==> config.mk <==
export PLATFORM = sky130hd
export DESIGN_NAME = muldiv_unit_flat
export DESIGN_NICKNAME = d
export VERILOG_FILES = /design/src/rtl/muldiv_unit_if.sv /design/src/rtl/muldiv_unit.sv /design/src/flat_wrapper.sv
export SDC_FILE = /design/constraint.sdc
export NUM_CORES = 1
export LEC_CHECK = 0
export CORE_MARGIN = 2
export CORE_UTILIZATION = 42
export CTS_CLUSTER_DIAMETER = 50
export DETAILED_ROUTE_END_ITERATION = 12
export DONT_BUFFER_PORTS = 1
export SETUP_SLACK_MARGIN = 0.5
export SLEW_MARGIN = 20
export SYNTH_ARGS = -nofsm -noshare
export SYNTH_HDL_FRONTEND = slang
export SYNTH_SLANG_ARGS = --single-unit
==> constraint.sdc <==
create_clock -name clk -period 4.2 [get_ports clk]
set_input_delay 1.05 -clock clk [delete_from_list [all_inputs] [get_ports clk]]
set_output_delay 1.05 -clock clk [all_outputs]
set_load 0.01 [all_outputs]
==> src/rtl/muldiv_unit_if.sv <==
// HI/LO writer interface between the pipeline and the iterative multiply/divide unit.
// start/op/a/b are sampled on the rising edge while the unit is idle or done; busy marks the
// window where requests are ignored, and done/hi_we/lo_we pulse for one cycle with results.
interface muldiv_unit_if;
    logic        start;
    logic [1:0]  op;
    logic [31:0] a;
    logic [31:0] b;
    logic        cancel;
    logic        busy;
    logic        done;
    logic        hi_we;
    logic        lo_we;
    logic [31:0] hi_out;
    logic [31:0] lo_out;
    logic [1:0]  fsm_state;

    modport master (
        output start, op, a, b, cancel,
        input  busy, done, hi_we, lo_we, hi_out, lo_out, fsm_state
    );

    modport slave (
        input  start, op, a, b, cancel,
        output busy, done, hi_we, lo_we, hi_out, lo_out, fsm_state
    );
endinterface

==> src/rtl/muldiv_unit.sv <==
// Iterative 32-cycle MULT/MULTU/DIV/DIVU unit on unsigned magnitudes, with one sign-fixup
// cycle that registers HI/LO and a one-cycle DONE state that strobes the HI/LO writes.
module muldiv_unit (
    input  logic         clk,
    input  logic         rst,
    muldiv_unit_if.slave bus
);
    typedef enum logic [1:0] {
        S_IDLE = 2'd0,
        S_RUN  = 2'd1,
        S_FIX  = 2'd2,
        S_DONE = 2'd3
    } state_t;

    state_t      state;
    state_t      state_nxt;
    logic        accept;
    logic        signed_op;
    logic [31:0] a_mag;
    logic [31:0] b_mag;

    logic        is_div;
    logic        sign_a;
    logic        neg_res;
    logic        b_zero;
    logic [31:0] opa;
    logic [31:0] opb;
    logic [63:0] acc;
    logic [4:0]  cnt;

    logic [32:0] mul_sum;
    logic [32:0] rem_shift;
    logic [32:0] trial;
    logic        q_bit;
    logic [31:0] rem_nxt;
    logic [63:0] prod_fix;
    logic [31:0] quo_fix;
    logic [31:0] rem_fix;

    assign accept    = bus.start && (state == S_IDLE || state == S_DONE);
    assign signed_op = ~bus.op[0];
    assign a_mag     = (signed_op && bus.a[31]) ? -bus.a : bus.a;
    assign b_mag     = (signed_op && bus.b[31]) ? -bus.b : bus.b;

    // Multiply: add multiplicand into the upper half, then shift the whole accumulator right.
    assign mul_sum   = {1'b0, acc[63:32]} + (opb[0] ? {1'b0, opa} : 33'd0);

    // Divide: remainder lives in acc[63:32], quotient shifts into acc[31:0].
    // The partial remainder is always below twice the divisor, so bit 32 of the trial is the borrow.
    assign rem_shift = {acc[63:32], opa[31]};
    assign trial     = rem_shift - {1'b0, opb};
    assign q_bit     = ~trial[32];
    assign rem_nxt   = q_bit ? trial[31:0] : rem_shift[31:0];

    // A zero divisor yields an all-ones quotient and |a| as remainder; restoring the sign of a
    // reproduces a exactly, so only the quotient negation needs suppressing.
    assign prod_fix  = neg_res ? -acc : acc;
    assign quo_fix   = (neg_res && !b_zero) ? -acc[31:0] : acc[31:0];
    assign rem_fix   = sign_a ? -acc[63:32] : acc[63:32];

    always_ff @(posedge clk) begin
        if (rst) begin
            state <= S_IDLE;
        end else begin
            state <= state_nxt;
        end
    end

    always_comb begin
        state_nxt = state;
        case (state)
            S_IDLE: begin
                if (bus.start) state_nxt = S_RUN;
            end
            S_RUN: begin
                if (bus.cancel)          state_nxt = S_IDLE;
                else if (cnt == 5'd31)   state_nxt = S_FIX;
            end
            S_FIX: begin
                state_nxt = bus.cancel ? S_IDLE : S_DONE;
            end
            S_DONE: begin
                state_nxt = bus.start ? S_RUN : S_IDLE;
            end
            default: state_nxt = S_IDLE;
        endcase
    end

    always_comb begin
        bus.busy      = 1'b0;
        bus.done      = 1'b0;
        bus.hi_we     = 1'b0;
        bus.lo_we     = 1'b0;
        bus.fsm_state = state;
        case (state)
            S_RUN, S_FIX: bus.busy = 1'b1;
            S_DONE: begin
                bus.done  = 1'b1;
                bus.hi_we = 1'b1;
                bus.lo_we = 1'b1;
            end
            default: ;
        endcase
    end

    always_ff @(posedge clk) begin
        if (rst) begin
            is_div     <= 1'b0;
            sign_a     <= 1'b0;
            neg_res    <= 1'b0;
            b_zero     <= 1'b0;
            opa        <= 32'd0;
            opb        <= 32'd0;
            acc        <= 64'd0;
            cnt        <= 5'd0;
            bus.hi_out <= 32'd0;
            bus.lo_out <= 32'd0;
        end else begin
            if (accept) begin
                is_div  <= bus.op[1];
                sign_a  <= signed_op & bus.a[31];
                neg_res <= signed_op & (bus.a[31] ^ bus.b[31]);
                b_zero  <= (bus.b == 32'd0);
                opa     <= a_mag;
                opb     <= b_mag;
                acc     <= 64'd0;
                cnt     <= 5'd0;
            end else if (state == S_RUN) begin
                cnt <= cnt + 5'd1;
                if (is_div) begin
                    acc <= {rem_nxt, acc[30:0], q_bit};
                    opa <= {opa[30:0], 1'b0};
                end else begin
                    acc <= {mul_sum, acc[31:1]};
                    opb <= {1'b0, opb[31:1]};
                end
            end

            if (state == S_FIX && !bus.cancel) begin
                if (is_div) begin
                    bus.hi_out <= rem_fix;
                    bus.lo_out <= quo_fix;
                end else begin
                    bus.hi_out <= prod_fix[63:32];
                    bus.lo_out <= prod_fix[31:0];
                end
            end
        end
    end
endmodule

==> src/flat_wrapper.sv <==
// flat-port wrapper written by rule: the top's interface ports become plain ports
module muldiv_unit_flat 
  (clk, rst, bus_start, bus_op, bus_a, bus_b, bus_cancel, bus_busy, bus_done, bus_hi_we, bus_lo_we, bus_hi_out, bus_lo_out, bus_fsm_state);
  muldiv_unit_if bus_i ();
  input  logic clk;
  input  logic rst;
  input wire logic [$bits(bus_i.start)-1:0] bus_start;
  input wire logic [$bits(bus_i.op)-1:0] bus_op;
  input wire logic [$bits(bus_i.a)-1:0] bus_a;
  input wire logic [$bits(bus_i.b)-1:0] bus_b;
  input wire logic [$bits(bus_i.cancel)-1:0] bus_cancel;
  output wire logic [$bits(bus_i.busy)-1:0] bus_busy;
  output wire logic [$bits(bus_i.done)-1:0] bus_done;
  output wire logic [$bits(bus_i.hi_we)-1:0] bus_hi_we;
  output wire logic [$bits(bus_i.lo_we)-1:0] bus_lo_we;
  output wire logic [$bits(bus_i.hi_out)-1:0] bus_hi_out;
  output wire logic [$bits(bus_i.lo_out)-1:0] bus_lo_out;
  output wire logic [$bits(bus_i.fsm_state)-1:0] bus_fsm_state;
  assign bus_i.start = bus_start;
  assign bus_i.op = bus_op;
  assign bus_i.a = bus_a;
  assign bus_i.b = bus_b;
  assign bus_i.cancel = bus_cancel;
  assign bus_busy = bus_i.busy;
  assign bus_done = bus_i.done;
  assign bus_hi_we = bus_i.hi_we;
  assign bus_lo_we = bus_i.lo_we;
  assign bus_hi_out = bus_i.hi_out;
  assign bus_lo_out = bus_i.lo_out;
  assign bus_fsm_state = bus_i.fsm_state;
  muldiv_unit u_core (.clk(clk), .rst(rst), .bus(bus_i));
endmodule
# After elaboration in Yosys (flattened, before gate mapping)
# Index checks and enable logic that the tools add are counted.
[totals]
reg_bits = 203
input_bits = 70
output_inout_bits = 70
elab_cells = 72
[op_classes]
n_addsub = 8
n_eq_ne = 7
n_mux = 24
n_bitwise = 5
reduce_logical = 17
[op_table]
columns = ["cell", "count"]
rows = [
  ["two-way mux 32 bit", 14],
  ["two-way mux 64 bit", 2],
  ["negator 32 bit", 4],
  ["negator 64 bit", 1],
  ["adder 32 x 33 -> 33 bit", 1],
  ["subtractor 33 x 32 -> 33 bit", 1],
  ["zero test 32 bit", 1],
  ["two-way mux 2 bit", 4],
  ["one-hot mux 2 bit (4 select lines)", 1],
  ["AND reduction 2 bit", 3],
  ["adder 5 x 1 -> 5 bit (second input constant)", 1],
  ["equality test 5 bit (second input constant)", 1],
  ["logical AND 1 bit", 5],
  ["equality test 2 bit (second input constant)", 2],
  ["nonzero test 2 bit", 2],
  ["OR reduction 2 bit", 2],
  ["two-way mux 1 bit", 3],
  ["!= test 3 x 2 -> 1 bit (second input constant)", 1],
  ["bitwise AND 1 bit", 2],
  ["equality test 2 x 1 -> 1 bit (second input constant)", 1],
  ["zero test 1 bit", 2],
  ["zero test 2 bit", 1],
  ["!= test 2 x 1 -> 1 bit (second input constant)", 1],
  ["!= test 2 bit (second input constant)", 1],
  ["other kinds (3)", 4],
]

# Depth between registers and ports, before layout
# Gate-level depths: netlist of run 1.
[logic_depth]
ltp_word = 5
ltp_mapped = 14
ltp_nobuf = 12

# Worst setup path before layout of run 1
# Ideal clock, no wire load.
[synth_path]
kind = "input-to-reg"
start = "input bus_b[12]"
end = "register u_core.opb[30]"
setup_ns = 0.091
arrival_time_ns = 3.459
t_required_ns = 4.109
path_slack_ns = 0.650
path_stages = 9
path_buffers = 0
cell_sequence = "or4_1 nor4_1 nand3_1 or3_1 or4_1 o41ai_2 xnor2_1 nor2_1 a311oi_1"
[synth_between]
elab_chain_len = 3
[synth_rtl]
columns = ["item", "line", "text"]
rows = [
  ["start, declared", "flat_wrapper.sv:10", "input wire logic [$bits(bus_i.b)-1:0] bus_b;"],
  ["negator 32 bit", "muldiv_unit.sv:43", "assign b_mag = (signed_op && bus.b[31]) ? -bus.b : bus.b;"],
  ["two-way mux 32 bit", "muldiv_unit.sv:43", ""],
  ["two-way mux 32 bit", "muldiv_unit.sv:119", "if (accept) begin"],
  ["end signal, assigned", "muldiv_unit.sv:125", "opb <= b_mag;"],
  ["end signal, assigned", "muldiv_unit.sv:135", "opb <= {1'b0, opb[31:1]};"],
  ["end, declared", "muldiv_unit.sv:27", "logic [31:0] opb;"],
]
# Every way passes these cells.
# A chain may end at the register's enable or synchronous reset.

# Worst setup path after layout of run 1
[layout_path]
start = "register u_core.acc[41]"
end = "register u_core.acc[58]"
[layout_between]
elab_chain_len = 3
elab_cells_between_ends = 4
cone_classes = "add/sub (2); mux (2)"
[layout_rtl]
columns = ["item", "line", "text"]
rows = [
  ["start, declared", "muldiv_unit.sv:28", "logic [63:0] acc;"],
  ["start signal, assigned", "muldiv_unit.sv:131", "acc <= {rem_nxt, acc[30:0], q_bit};"],
  ["start signal, assigned", "muldiv_unit.sv:134", "acc <= {mul_sum, acc[31:1]};"],
  ["subtractor 33 x 32 -> 33 bit", "muldiv_unit.sv:51", "assign trial = rem_shift - {1'b0, opb};"],
  ["two-way mux 32 bit", "muldiv_unit.sv:53", "assign rem_nxt = q_bit ? trial[31:0] : rem_shift[31:0];"],
  ["two-way mux 64 bit (*)", "muldiv_unit.sv:130", "if (is_div) begin"],
]
# Every way passes the cells marked *; elsewhere a longest branch is shown, timed or not.

==> flow_metrics.env, run 1 <==
export IMPL_status="complete, no violations"
export IMPL_post_dp_cell_area_mm2=0.0155
export IMPL_antenna_found_initial=0
export IMPL_dieArea_mm2=0.0371
export IMPL_drc=0
export IMPL_path_clk_slew_ns=0.06
export IMPL_overflow=0
export IMPL_diodes=0
export IMPL_cts_sinks=203
export IMPL_area_delta_synth_final_pct=10.1
export IMPL_synth_avg_cell_area_um2=7.56
export IMPL_synth_seq_cells=203
export IMPL_grt_max_degree=138
export IMPL_start_util_pct=42.3
export IMPL_ctsHoldBuffers=0
export IMPL_p_int_mw=4.48
export IMPL_worst_setup_path_start_kind="register"
export IMPL_top_usage_layer="met2"
export IMPL_drive_above_1_share_pct=7.34
export IMPL_die_h_um=192
export IMPL_first_iter_violations=1054
export IMPL_setup_slack_ns=0.643
export IMPL_grt_first_pass_wirelength_mm=74.6
export IMPL_use_met1_pct=35.3
export IMPL_maxCapViolations=0
export IMPL_synth_edf_count=0
export IMPL_grt_pass1_vias=13400
export IMPL_syn_area_mm2=0.0149
export IMPL_coreArea_mm2=0.0353
export IMPL_path_max_fanout=9
export IMPL_max_slew_margin_rel_pct=33.3
export IMPL_rsz0062_at_grt="false"
export IMPL_portBuffers=0
export IMPL_whs_path_depth=2
export IMPL_p_seq_share_pct=31.9
export IMPL_grtUsageMet3_pct=3.44
export IMPL_vias_per_cell=5.98
export IMPL_synthCells=1975
export IMPL_dp_hpwl_mm=35.4
export IMPL_tritoncts="done"
export IMPL_synth_main_ff_cell="dfxtp_1"
export IMPL_cp_arrival_ns=3.99
export IMPL_skew_ns=0.0138
export IMPL_place_gp_congestion=0.958
export IMPL_syn_nets=2123
export IMPL_grtUsageMet2_pct=40.5
export IMPL_min_period_ns=3.56
export IMPL_avgRoutedWirePerCell_um=19.9
export IMPL_htreeDepth=1
export IMPL_tightest_slew_ns=1.00
export IMPL_rows=69
export IMPL_vias=14400
export IMPL_ios=140
export IMPL_numCtsBuffers=29
export IMPL_end_kind="register"
export IMPL_cts_root_buf="clkbuf_16"
export IMPL_ys_types=78
export IMPL_dp_slack_ns=0.407
export IMPL_fin_hold_ws_ns=0.477
export IMPL_drtAntennaViolNets=0
export IMPL_setup_tns_ns=0
export IMPL_hold_viol_final=0
export IMPL_min_period_over_period_pct=84.7
export IMPL_reg2reg_depth=10
export IMPL_p_switching_mw=2.66
export IMPL_setup_viol=0
export IMPL_crit_type="reg2reg"
export IMPL_slew_violations=0
export IMPL_max_vdd_ir_drop_mv=0.454
export IMPL_insertion_delay_ns=0.56
export IMPL_powerDensity_mw_per_mm2=435
export IMPL_die_width_um=192
export IMPL_leakagePower_nw=6.13
export IMPL_swShare_pct=37.3
export IMPL_min_path_type="reg2reg"
export IMPL_synthArstFlopShare_pct=0
export IMPL_cts_path_max_buffers=3
export IMPL_synth_warnings=0
export IMPL_clkPwrFrac_pct=33.6
export IMPL_critical_path_required_ns=4.64
export IMPL_finish_net_count=2078
export IMPL_power_frac_comb_pct=34.5
export IMPL_grtUsageTotal_pct=25.3
export IMPL_drt_wl_total_mm=47.9
export IMPL_final_area_mm2=0.0164
export IMPL_max_freq_mhz=281
export IMPL_firstDrtPassIters=5
export IMPL_yosysSeqAreaShare_pct=27.2
==> registers in the layout, summed over array words and instances (netlist names) <==
signal,count
u_core.acc,64
u_core.bus.hi_out,32
u_core.bus.lo_out,32
u_core.opa,32
u_core.opb,32
u_core.cnt,5
u_core.bus.fsm_state,2
u_core.b_zero,1
u_core.is_div,1
u_core.neg_res,1
u_core.sign_a,1
==> power groups by stage <==
stage          clock network (mW)  registers (mW)  logic [mW]
2_1_floorplan                   0            2.24        1.81
3_3_place_gp                    0            2.31        2.37
3_5_place_dp                    0            2.31        2.40
4_1_cts                      2.45            2.27        2.41
5_1_grt                      2.52            2.30        2.70
6_report                     2.40            2.28        2.47
==> per-layer routing <==
layer  up-vias  routed length, um
met5         -                  0
met4         0               1170
met3        72               3550
met2       527              21400
met1      6733              21800
li1       7070                  -
==> area by class of cell <==
type                    instances  area [um^2]
flip-flops and latches        203         4070
clock inverters                13          131
repair buffers                 53          443
inverters                      66          248
multi-input cells            1577        10200
clock buffers                  36          812
fillers                      3543        18900
well taps                     461          577
==> what timing repair did <==
action / CTS / global route
pin swaps: 0 / 4
endpoints found under the setup margin: 1 / 9
setup buffers: 0 / 1
gates resized for setup: 1 / 9
==> worst paths after layout <==
path	to	slack, ns	from
setup / recovery	u_core.acc[58]	0.64	u_core.acc[41]
hold reg to reg	u_core.opa[0]	0.48	u_core.opa[0]
setup reg to reg	u_core.acc[58]	0.64	u_core.acc[41]
hold / removal	u_core.opa[0]	0.48	u_core.opa[0]
==> placed cells by master (no fill, tap or decap), drive strengths merged, types with 18 or more instances in the layout <==
master,instances
or3,23
nor4,18
nand3,24
a21oi,125
nand2,237
and2,44
a311oi,72
buf,53
a211oi,82
dfxtp,203
xor2,70
xnor2,88
inv,72
mux2i,43
clkbuf,36
ha,76
nor2,238
a31oi,20
nor3,46
o21ai,108
nand2b,21
a21o,28
==> logic make-up (layout without fill, tap and decap cells) <==
| logic type | count (synthesis) | count (layout) | share of synthesized area [%] |
|---|---|---|---|
| compound gates | 563 | 563 | 25.8 |
| xor+xnor | 158 | 158 | 9.27 |
| fa+ha+maj | 78 | 78 | 6.64 |
| buf+inv | 195 | 168 | 5.06 |
| flops | 203 | 203 | 27.2 |
| mux | 49 | 49 | 3.34 |
| simple gates | 729 | 729 | 22.6 |
==> synthesized netlist by cell type (8+ instances only) <==
master    count  share of area, %
o221ai_1      9              0.53
nand2_1     235               5.9
inv_1        65               1.6
a211oi_1     82               4.1
nand4_1       8              0.34
o21ai_0     107               3.6
nand3b_1     11              0.55
a311oi_1     72               4.2
nor3_1       45               1.5
nor2b_1      15              0.63
and3_1       15              0.63
o41ai_1      12              0.70
xnor2_1      88               5.2
nor2_1      238               6.0
dfxtp_1     203                27
o31ai_1      15              0.75
a21o_1       28               1.4
a21oi_1     125               4.2
buf_1        10              0.25
o21a_1       13              0.65
nand3_1      23              0.77
or4_1        11              0.55
o211ai_1     13              0.65
mux2i_1      43               2.9
xor2_1       70               4.1
and2_1       44               1.8
nand2b_1     21              0.88
or3_1        23              0.96
nor4_1       16              0.67
a31oi_1      20              0.84
o21bai_1      8              0.40
ha_1         76               6.4
clkbuf_1    110               2.8
==> stage by stage <==
step / utilization (%) / std cells / power, mW
finish: 46.5 / 2409 / 7.14
global route: 46.5 / 2409 / 7.52
CTS: 46.5 / 2408 / 7.13
detailed placement: 43.8 / 2359 / 4.71
global placement: 43.8 / 2359 / 4.68
floorplan: - / 1975 / 4.05
==> critical path, stage by stage, from the launching register on <==
cell,delay [ns]
dfxtp_1,0.64
ha_1,0.39
nand2_1,0.09
o21ai_0,0.11
nor4_1,0.35
a21oi_1,0.19
o41a_1,0.44
a311o_1,0.44
a41oi_1,0.28
xor2_1,0.12
a311oi_1,0.38
Note: power is estimated with default switching activity, not from simulation.
==> inputs of run 2 (changes only) <==
Clock period 4.2 ns to 2.89 ns, I/O delays scaled along.
==> run 2 against run 1 <==
  * The run now ends with setup timing left
  * Clock-buffer cell count fell by 1
  * Clock skew rose by 0.0021 ns
  * Final cell count rose by 13%
  * Fmax rose by 12%
  * Non-clock buffer count rose by 296
  * Die area did not move
  * Critical endpoint is now u_core.acc[63]
  * Highest routed layer unchanged
==> flow_metrics.env, run 2 (synthesis results as in run 1) <==
export IMPL_cpPeakStageDelay_ns=0.42
export IMPL_tritoncts="done"
export IMPL_numCtsBuffers=31
export IMPL_status="complete, but fails checks"
export IMPL_worst_path_buf_inv=2
export IMPL_min_to="u_core.opb[18]"
export IMPL_finish_net_count=2377
export IMPL_worst_setup_path_start_kind="register"
export IMPL_firstDrtPassIters=8
export IMPL_hold_viol_final=0
export IMPL_placedCellCount=2607
export IMPL_coreArea_mm2=0.0353
export IMPL_finalPower_mw=12.5
export IMPL_cp_arrival_ns=3.62
export IMPL_die_width_um=192
export IMPL_rows=69
export IMPL_critical_path_required_ns=3.35
export IMPL_final_area_mm2=0.0203
export IMPL_final_common_cell="buf_4"
export IMPL_powerDensity_mw_per_mm2=616
export IMPL_slowest_stage="or3_4"
export IMPL_area_delta_synth_final_pct=35.8
export IMPL_vias=15600
export IMPL_max_freq_mhz=316
export IMPL_crit_type="reg2reg"
export IMPL_r2r_start="u_core.opa[31]"
export IMPL_drtAntennaViolNets=0
export IMPL_drc=0
export IMPL_htreeDepth=1
export IMPL_grt_pass1_vias=14700
export IMPL_violations="setup timing"
export IMPL_regMostFlops="u_core.acc"
export IMPL_vias_per_cell=5.75
export IMPL_dieArea_mm2=0.0371
export IMPL_die_h_um=192
export IMPL_grt_first_pass_wirelength_mm=81.0
export IMPL_grtUsageTotal_pct=27.9
export IMPL_utilization_pct=57.4
export IMPL_setup_tns_ns=-5.76
export IMPL_dp_hpwl_mm=40.1
export IMPL_min_period_over_period_pct=110
export IMPL_drt_wl_total_mm=53.8
export IMPL_avgRoutedWirePerCell_um=19.8
export IMPL_first_iter_violations=1096
export IMPL_ios=140
export IMPL_mostFrequentLayoutCells="312 x buf_4, 231 x nor2_1, 218 x nand2_1"
export IMPL_overflow=0
export IMPL_min_path_type="in2reg"
export IMPL_path_clk_slew_ns=0.06
export IMPL_cts_sinks=203
export IMPL_reg2reg_depth=13
export IMPL_grt_max_degree=138
export IMPL_setup_viol=33
export IMPL_reg2reg_to="u_core.acc[63]"
export IMPL_drive_above_1_share_pct=28.2
export IMPL_antenna_found_initial=0
export IMPL_tightest_slew_ns=0.875
export IMPL_slew_violations=0
export IMPL_portBuffers=0
export IMPL_setup_slack_ns=-0.275
export IMPL_path_cells="inv_2, ha_4, fa_2, nand2b_4, a211o_1, a21o_1, a211o_1, and3_4, or3_4, buf_4, o41a_4, a221oi_2, o22ai_1"
export IMPL_maxCapViolations=0
export IMPL_leakagePower_nw=8.02
export IMPL_min_period_ns=3.16
export IMPL_start_util_pct=42.3
export IMPL_largest_register_ff_count=64
export IMPL_ctsHoldBuffers=0
export IMPL_max_slew_margin_rel_pct=41.6
export IMPL_cts_root_buf="clkbuf_16"
export IMPL_place_gp_congestion=0.966
export IMPL_skew_ns=0.0159
export IMPL_insertion_delay_ns=0.58
export IMPL_rsz0062_at_grt="true"
export IMPL_end_kind="register"
export IMPL_path_max_fanout=13
export IMPL_cts_path_max_buffers=3
export IMPL_finalNonFillerCells=2714
export IMPL_whs_path_depth=1
export IMPL_min_from="rst"
export IMPL_post_dp_cell_area_mm2=0.0178
export IMPL_max_vdd_ir_drop_mv=0.535
export IMPL_crit_top_cell="a211o_1"
export IMPL_path_delay_family="compound AO/OA/AOI/OAI gates"
export IMPL_rrSetupSlack_ns=-0.27
==> run 2: cell types whose count changed in the layout (fill, tap and decap cells not counted), moves of 19 or more <==
cell / previous run / this run
a21oi_1: 125 / 101
buf_4: 49 / 312
buf_6: 0 / 29
o21ai_2: 0 / 19
a21oi_2: 0 / 19
o21ai_0: 106 / 66
==> run 2: metal layers <==
layer  wire length, um  track usage [%]  vias to the layer above
met1             24000             36.7                     7305
met5                 0                0                        -
met4              1880             11.3                        0
li1                  -                -                     7677
met3              3780             5.71                      116
met2             24200             44.5                      509
==> run 2: how the worst max path moves through the flow <==
| stage | cells past startpoint | start | endpoint |
|---|---|---|---|
| 2_1_floorplan | 13 | u_core.opb[0] | u_core.acc[61] |
| 3_3_place_gp | 13 | u_core.opb[0] | u_core.acc[61] |
| 3_5_place_dp | 13 | u_core.opb[0] | u_core.acc[61] |
| 4_1_cts | 13 | u_core.opa[31] | u_core.acc[35] |
| 5_1_grt | 14 | u_core.opa[31] | u_core.acc[34] |
| 6_report | 13 | u_core.opa[31] | u_core.acc[63] |
==> run 2: timing repair <==
item	in CTS	in global routing
setup endpoints to repair	123	126
buffers inserted	19	29
pin swaps	51	85
cloned	1	1
gates resized for setup	96	123
endpoints found under the hold margin	0	0
==> run 2: cell type report <==
type	instances	area, um^2
clock inverters	21	225
fillers	3225	15000
multi-input cells	1578	11500
diodes	1	2.50
clock buffers	35	831
repair buffers	349	2840
inverters	66	251
flip-flops and latches	203	4080
well taps	461	577
==> run 2: through the flow <==
step                hold WS [ns]  setup slack, ns
global route               0.207           -0.409
detailed placement         0.482           -0.507
floorplan                  0.456           -0.322
finish                     0.226           -0.275
global placement           0.476           -0.436
CTS                        0.193           -0.240
==> run 2: where the power goes <==
part / total (mW) / switching (mW) / leakage (nW) / internal, mW
Clock: 3.83 / 1.54 / 0.510 / 2.29
Combinational: 5.39 / 2.87 / 5.84 / 2.52
Sequential: 3.26 / 0.236 / 1.66 / 3.02
Total: 12.5 / 4.65 / 8.02 / 7.83
==> inputs of run 3 (changes only) <==
Settings changed: BUFFER_PORTS_ARGS from default to -buffer_cell sky130_fd_sc_hd__buf_2, DONT_BUFFER_PORTS 1 to default.
==> run 3 against run 2 <==
  * Power up 0.43%
  * Critical endpoint is now u_core.acc[35]
  * Largest power group unchanged
  * Largest cell class unchanged
  * Routed wire length up 0.29%
  * Highest routed layer unchanged
  * Clock power down 6.3%
  * The flow still finishes with violations (setup timing)
==> flow_metrics.env, run 3 (synthesis results as in run 1) <==
export IMPL_seqCellArea_mm2=0.00409
export IMPL_multi_input_area_mm2=0.0116
export IMPL_tritoncts="done"
export IMPL_worst_setup_path_start_kind="register"
export IMPL_path_cells="inv_2, ha_4, fa_2, nand2b_4, a211o_1, a21o_1, a211o_1, and3_4, or3_4, buf_12, mux2_2, a21oi_2, a21oi_1"
export IMPL_max_slew_margin_rel_pct=43.8
export IMPL_antenna_found_initial=0
export IMPL_dieArea_mm2=0.0371
export IMPL_fill_cells=3176
export IMPL_p_switching_mw=4.70
export IMPL_path_clk_slew_ns=0.06
export IMPL_grtUsageMet3_pct=3.86
export IMPL_crit_type="reg2reg"
export IMPL_swShare_pct=37.5
export IMPL_grt_max_degree=76
export IMPL_maxCapViolations=0
export IMPL_diodes=0
export IMPL_final_area_mm2=0.0213
export IMPL_post_dp_cell_area_mm2=0.0187
export IMPL_ctsHoldBuffers=0
export IMPL_largest_register_ff_count=64
export IMPL_place_gp_congestion=0.942
export IMPL_grtUsageTotal_pct=28.3
export IMPL_p_seq_share_pct=26.1
export IMPL_slew_violations=0
export IMPL_max_freq_mhz=314
export IMPL_max_vdd_ir_drop_mv=0.502
export IMPL_hold_viol_final=0
export IMPL_firstDrtPassIters=5
export IMPL_rows=69
export IMPL_drtAntennaViolNets=0
export IMPL_leakagePower_nw=8.83
export IMPL_path_delay_family="compound AO/OA/AOI/OAI gates"
export IMPL_start_util_pct=42.3
export IMPL_use_met1_pct=37.9
export IMPL_finish_net_count=2546
export IMPL_area_delta_synth_final_pct=43.1
export IMPL_cts_root_buf="clkbuf_16"
export IMPL_tightest_slew_ns=0.842
export IMPL_insertion_delay_ns=0.55
export IMPL_end_kind="register"
export IMPL_critical_path_required_ns=3.29
export IMPL_setup_viol=33
export IMPL_cp_arrival_ns=3.58
export IMPL_vias=16300
export IMPL_crit_top_cell="a211o_1"
export IMPL_cpPeakStageDelay_ns=0.42
export IMPL_setup_tns_ns=-7.19
export IMPL_min_period_over_period_pct=110
export IMPL_skew_ns=0.0128
export IMPL_path_max_fanout=8
export IMPL_vias_per_cell=5.66
export IMPL_power_frac_comb_pct=45.2
export IMPL_overflow=0
export IMPL_cts_path_max_buffers=3
export IMPL_violations="setup timing"
export IMPL_coreArea_mm2=0.0353
export IMPL_numCtsBuffers=29
export IMPL_drt_wl_total_mm=54.0
export IMPL_utilization_pct=60.5
export IMPL_first_iter_violations=1219
export IMPL_worst_path_buf_inv=2
export IMPL_rsz0062_at_grt="true"
export IMPL_grt_first_pass_wirelength_mm=83.8
export IMPL_dp_hpwl_mm=40.5
export IMPL_portBuffers=139
export IMPL_drive_above_1_share_pct=33.9
export IMPL_grt_pass1_vias=15500
export IMPL_regMostFlops="u_core.acc"
export IMPL_setup_slack_ns=-0.291
export IMPL_slowest_stage="or3_4"
export IMPL_die_h_um=192
export IMPL_p_int_mw=7.83
export IMPL_grtUsageMet2_pct=47.6
export IMPL_top_usage_layer="met2"
export IMPL_htreeDepth=1
export IMPL_mostFrequentLayoutCells="336 x buf_4, 230 x nor2_1, 216 x nand2_1"
export IMPL_powerDensity_mw_per_mm2=587
export IMPL_status="complete, but fails checks"
export IMPL_die_width_um=192
export IMPL_min_path_type="in2reg"
export IMPL_avgRoutedWirePerCell_um=18.7
export IMPL_clkPwrFrac_pct=28.7
export IMPL_drc=0
export IMPL_cts_sinks=203
export IMPL_ios=140
export IMPL_min_period_ns=3.18
export IMPL_final_common_cell="buf_4"
[run 3: metal layers]
layer  vias to the layer above  share of wire [%]
met5                         -                  0
met4                         0                2.9
met3                       124                6.1
met2                       497                 46
met1                      7681                 45
li1                       8017                  -
[run 3: cell type report]
type                       count  area share [%]
clock buffer                  37            3.73
sequential                   203            19.2
multi-input combinational   1577            54.2
clock inverter                16           0.826
inverter                      66            1.19
tap                          461            2.70
timing repair buffer         521            18.2
[run 3: repair_timing]
item                       CTS  global route
resized for setup          128           129
buffers inserted            30            20
setup endpoints to repair   79           101
cloned                       2             0
pin swaps                   74            69
[run 3: power by group through the flow]
stage / logic (mW) / registers (mW) / clock network, mW
floorplan: 2.85 / 3.26 / 0
global placement: 4.59 / 3.31 / 0
detailed placement: 4.64 / 3.31 / 0
CTS: 5.23 / 3.26 / 3.64
global route: 6.10 / 3.30 / 3.77
finish: 5.67 / 3.27 / 3.59
[run 3: metrics by stage]
step	setup slack (ns)	cells	power, mW	hold slack [ns]
floorplan	-0.322	1975	6.11	0.456
global placement	-0.377	2776	7.90	0.437
detailed placement	-0.428	2776	7.95	0.443
CTS	-0.258	2861	12.1	0.428
global route	-0.383	2881	13.2	0.456
finish	-0.291	2881	12.5	0.444
[run 3: worst register-to-register path, delay by kind of cell (launching register included)]
family | cells | cell delay [ns]
and+or+nand+nor | 3 | 0.73
muxes | 1 | 0.28
adders and majority gates | 2 | 0.50
DFF | 1 | 0.34
AOI/OAI and AO/OA | 5 | 0.95
buffers and inverters | 2 | 0.22
[run 3: path summary, 6_finish.rpt]
check	to	from	slack (ns)	depth (start not counted)
min reg2reg	u_core.bus.hi_out[19]	u_core.bus.hi_out[19]	0.45	2
max reg2reg	u_core.acc[35]	u_core.opa[31]	-0.29	13
max	u_core.acc[35]	u_core.opa[31]	-0.29	13
min	u_core.is_div	bus_op[1]	0.44	3
